--- config.mk ---
export PLATFORM = sky130hd
export DESIGN_NAME = dl_mem_writer
export DESIGN_NICKNAME = d
export VERILOG_FILES = /design/src/rtl/dl_mem_writer.sv
export SDC_FILE = /design/constraint.sdc
export NUM_CORES = 1
export LEC_CHECK = 0
export ABC_AREA = 1
export BUFFER_PORTS_ARGS = -buffer_cell sky130_fd_sc_hd__buf_2
export CAP_MARGIN = 20
export CORE_MARGIN = 10
export CORE_UTILIZATION = 60
export CTS_CLUSTER_SIZE = 40
export DETAILED_ROUTE_END_ITERATION = 16
export GPL_TIMING_DRIVEN = 0
export PLACE_DENSITY = 0.8
export SLEW_MARGIN = 20
export SYNTH_ARGS = -nofsm -noshare
export SYNTH_HDL_FRONTEND = slang
export SYNTH_SLANG_ARGS = --single-unit
--- constraint.sdc ---
create_clock -name clk -period 8.4 [get_ports clk]
set_input_delay 0.84 -clock clk [delete_from_list [all_inputs] [get_ports clk]]
set_output_delay 0.84 -clock clk [all_outputs]
set_load 0.02 [all_outputs]
--- src/rtl/dl_mem_writer.sv ---
// Download-to-memory writer: toggle-strobe words queued in a small FIFO and written via req/ack.
// Optional checksum output enabled by defining DL_MEM_WRITER_CHECKSUM_EN.
module dl_mem_writer #(
   parameter int FIFO_AW = 2
) (
   input  logic        clk,
   input  logic        reset_n,
   input  logic        dl_strobe,
   input  logic [15:0] dl_data,
   input  logic [22:0] dl_addr,
   input  logic        dl_active,
   output logic        mem_req,
   input  logic        mem_ack,
   output logic [22:0] mem_addr,
   output logic [15:0] mem_din,
   output logic        busy,
   output logic        done,
   output logic        overflow,
`ifdef DL_MEM_WRITER_CHECKSUM_EN
   output logic [15:0] checksum,
`endif
   output logic [22:0] word_count
);

   localparam int DEPTH = 1 << FIFO_AW;

   typedef enum logic {IDLE, REQ} state_e;

   logic [38:0]      fifo_q [DEPTH];
   logic [FIFO_AW:0] wr_q, rd_q, cnt, rd_nxt;
   logic             strobe_q, init_q, active_q, end_q, ovf_q, ovf_d, end_d;
   state_e           state_q, state_d;
   logic [22:0]      addr_q, addr_d, wc_q, wc_d, wc_base;
   logic [15:0]      din_q, din_d;
   logic [38:0]      new_w;
   logic             empty, full, detect, push, pop, push_ok, drop, rise;

   assign cnt    = wr_q - rd_q;
   assign rd_nxt = rd_q + 1'b1;
   assign empty  = (wr_q == rd_q);
   assign full   = (wr_q[FIFO_AW] != rd_q[FIFO_AW]) &&
                   (wr_q[FIFO_AW-1:0] == rd_q[FIFO_AW-1:0]);
   assign new_w  = {dl_addr, dl_data};

   // init_q blocks detection while strobe_q still holds its reset value
   assign detect  = init_q & (dl_strobe ^ strobe_q);
   assign push    = detect & dl_active;
   assign pop     = (state_q == REQ) & mem_ack;
   assign push_ok = push & (~full | pop);
   assign drop    = push & full & ~pop;
   assign rise    = dl_active & ~active_q;

   assign mem_req    = (state_q == REQ);
   assign mem_addr   = addr_q;
   assign mem_din    = din_q;
   assign busy       = ~empty | mem_req;
   assign overflow   = ovf_q;
   assign word_count = wc_q;
   assign done       = end_q & ~dl_active & empty & (state_q == IDLE);

   // Output registers load the word that will be at the head next cycle
   always_comb begin
      state_d = state_q;
      addr_d  = addr_q;
      din_d   = din_q;
      unique case (state_q)
         IDLE: begin
            if (!empty) begin
               state_d         = REQ;
               {addr_d, din_d} = fifo_q[rd_q[FIFO_AW-1:0]];
            end else if (push_ok) begin
               state_d         = REQ;
               {addr_d, din_d} = new_w;
            end
         end
         REQ: begin
            if (pop) begin
               if (cnt > (FIFO_AW+1)'(1))
                  {addr_d, din_d} = fifo_q[rd_nxt[FIFO_AW-1:0]];
               else if (push_ok)
                  {addr_d, din_d} = new_w;
               else
                  state_d = IDLE;
            end
         end
         default: state_d = IDLE;
      endcase
   end

   always_comb begin
      wc_base = rise ? '0 : wc_q;
      wc_d    = wc_base;
      if (pop && !(&wc_base))
         wc_d = wc_base + 1'b1;
      ovf_d = (rise ? 1'b0 : ovf_q) | drop;
      end_d = rise ? 1'b1 : (done ? 1'b0 : end_q);
   end

   always_ff @(posedge clk) begin
      if (push_ok)
         fifo_q[wr_q[FIFO_AW-1:0]] <= new_w;
   end

   always_ff @(posedge clk or negedge reset_n) begin
      if (!reset_n) begin
         wr_q     <= '0;
         rd_q     <= '0;
         strobe_q <= 1'b0;
         init_q   <= 1'b0;
         active_q <= 1'b0;
         end_q    <= 1'b0;
         ovf_q    <= 1'b0;
         state_q  <= IDLE;
         addr_q   <= '0;
         din_q    <= '0;
         wc_q     <= '0;
      end else begin
         strobe_q <= dl_strobe;
         init_q   <= 1'b1;
         active_q <= dl_active;
         end_q    <= end_d;
         ovf_q    <= ovf_d;
         state_q  <= state_d;
         addr_q   <= addr_d;
         din_q    <= din_d;
         wc_q     <= wc_d;
         if (push_ok)
            wr_q <= wr_q + 1'b1;
         if (pop)
            rd_q <= rd_nxt;
      end
   end

`ifdef DL_MEM_WRITER_CHECKSUM_EN
   logic [15:0] cs_q, cs_base;

   assign cs_base  = rise ? 16'h0 : cs_q;
   assign checksum = cs_q;

   always_ff @(posedge clk or negedge reset_n) begin
      if (!reset_n)
         cs_q <= '0;
      else
         cs_q <= pop ? cs_base + din_q : cs_base;
   end
`endif

endmodule

==> results.cfg <==
[synthesis]
synth_ff_type = edfxtp_1
async_reset_ff_share_pct = 32.2
synth_edf_count = 156
yosysMostFrequentCell = nand2_1
seq_area_frac_synth_pct = 54.0
yosysWarnings = 0
syn_area_um2 = 12100
ys_top_cells_by_area = edfxtp_1, dfrtp_1, nand3_1
ys_seq_elements = 230
synth.top_cell.area_share_pct = 38.7
synthTopCellsByCount = nand2_1, nand3_1, o21ai_0, edfxtp_1, inv_1
synth_fp_nets = 1445
synth_top_area_cell = edfxtp_1
syn_inst = 1392
yosysUniqueCellTypes = 35
synth_area_per_cell_um2 = 8.70

[timing]
fin_ws_ps = 3890
finalCriticalPeriod_ps = 4510
worst_slew_pin_slew_ps = 819
max_slew_margin_pct = 45.4
finalHoldViolCount = 0
fin_crit_sh_pct = 53.6
fin_hold_ws_ps = 215
final-max-slew-violation-count = 0
setup_violations = 0
finClkSkew_ps = 19.0
rsz0062_at_grt = false
tns_ps = 0
clock.fmax_ghz = 0.222

[placed_design]
gp_congestion = 0.955
pre_cts_slack_ps = 4600
portBuffers = 109
placed_area_um2 = 13200
hpwl_um = 26600
dp.cells = 1773

[detailed_routing]
antenna_left = 0
vias_per_cell = 6.39
wire_per_inst_um = 21.9
via_count = 11600
drc = 0
totalWireLength_um = 39800
drtIter0Drc = 1635
drtPass1Iterations = 6

[grt]
track_usage_pct = 29.4
grt-ovfl-total = 0
grt_pass1_wl_um = 61300
antenna_found_initial = 1
grt_max_degree = 55
grt_pass1_vias = 11400

[die]
die_h_um = 162
start_util_pct = 61.6
dieArea_um2 = 26300
row_count = 51
ios = 110
fp.dieW_um = 162
coreArea_um2 = 19700

[worst_hold_path]
hp-class = input port to async pin

[cts]
clkTransAtPathRegs_ps = 60
htree_levels = 1
clock_sinks = 230
cts_setup_buffers = 0
ctsHoldBuffers = 0
numCtsBuffers = 25
clockBufferDepth = 3
insertion_delay_ps = 540
cts_tree = built
clockRootBuffer = clkbuf_16
cts_resized = 0

[setup_path]
crit_type = flop to output pin
worst_ep_arrival_time_ps = 3670
worstPathMaxFanout = 10
startpoint_type = flop
critPathCaptureType = output pin
ff2ff_setup_slack_ps = 4600
cp.required_ps = 7560

[power]
irDropWorstVdd_mv = 0.229
p_per_area_nw_per_um2 = 379
leakage_nw = 5.75

[run]
cap_violations = 0

[finish]
drive_above_1_share_pct = 14.8
fin_nets = 1588
finalInstanceArea_um2 = 14000
area_delta_synth_final_pct = 15.2
multi_input_area_um2 = 4760
final-seq-area_um2 = 6540
stdcell_count = 1819
fillers = 1523

[status]
outcome = complete, no violations
==> worst paths after layout <==
check / to / depth (start not counted) / startpoint
min in group clk: strobe_q / 1 / dl_strobe
max in group asynchronous: mem_addr[8] / 2 / reset_n
max reg2reg: fifo_q[3][7] / 12 / rd_q[1]
min: mem_addr[16] / 1 / reset_n
min reg2reg: end_q / 2 / end_q
max: done / 12 / rd_q[1]
==> through the flow <==
| step | total power, mW | util (%) |
|---|---|---|
| after floorplan | 3.22 | - |
| after global placement | 4.02 | 66.1 |
| after detailed placement | 4.13 | 67.1 |
| after CTS | 5.16 | 71.0 |
| after global routing | 5.54 | 71.0 |
| final | 5.28 | 71.0 |
==> state kept, by name, summed over array words and instances, names as in the netlist, 3 cells and up <==
| name | count |
|---|---|
| wr_q | 3 |
| mem_din | 16 |
| fifo_q | 156 |
| word_count | 23 |
| mem_addr | 23 |
| rd_q | 3 |
==> metal layers <==
metal | track usage (%) | vias up | share of wire (%)
li1 | - | 5115 | -
met1 | 37.5 | 5341 | 35
met2 | 45.9 | 968 | 45
met3 | 7.96 | 192 | 15
met4 | 13.5 | 0 | 4.7
met5 | 0 | - | 0
==> layout by cell type, fill, tap and decap left out, drive strengths merged, types with 27 or more instances in the layout <==
| master | n |
|---|---|
| inv | 102 |
| o21ai | 210 |
| nor2 | 85 |
| o22ai | 27 |
| edfxtp | 156 |
| clkbuf | 74 |
| nand2 | 285 |
| dfrtp | 74 |
| a21oi | 79 |
| nand3 | 223 |
| buf | 166 |
==> power breakdown <==
part | switching, mW | internal, mW
Combinational | 1.89 | 0.796
Sequential | 0.147 | 1.40
Clock | 0.452 | 0.591
==> cell type report <==
type                            instances  area share (%)
Sequential cell                       230            46.8
Multi-Input combinational cell        966            34.1
Timing Repair Buffer                  116            5.20
Clock buffer                           31            4.79
Buffer                                 93            3.24
Inverter                              103            2.77
Tap cell                              265            2.38
Clock inverter                         14           0.646
Antenna cell                            1          0.0179
==> kinds of logic (layout without fill, tap and decap cells) <==
| logic type | count (synthesis) | count (layout) | synth area share [%] |
|---|---|---|---|
| simple gates | 601 | 601 | 21.9 |
| compound gates | 330 | 330 | 14.3 |
| flops | 230 | 230 | 54.0 |
| buf+inv | 196 | 357 | 6.92 |
| xor+xnor | 18 | 18 | 1.30 |
| fa+ha+maj | 9 | 9 | 0.992 |
| mux | 7 | 7 | 0.579 |
| other cells | 1 | 2 | 0.0310 |
==> worst max-delay path, stage by stage, from the launching register on <==
cell	delay (ps)
dfrtp_1	390
buf_2	300
clkinv_1	380
clkbuf_1	380
ha_1	380
nand2_1	80
nor2_1	250
inv_1	130
buf_2	240
nor2_1	250
nand3_1	130
inv_1	60
buf_2	150
No activity file was read; power rests on OpenSTA's default activity.
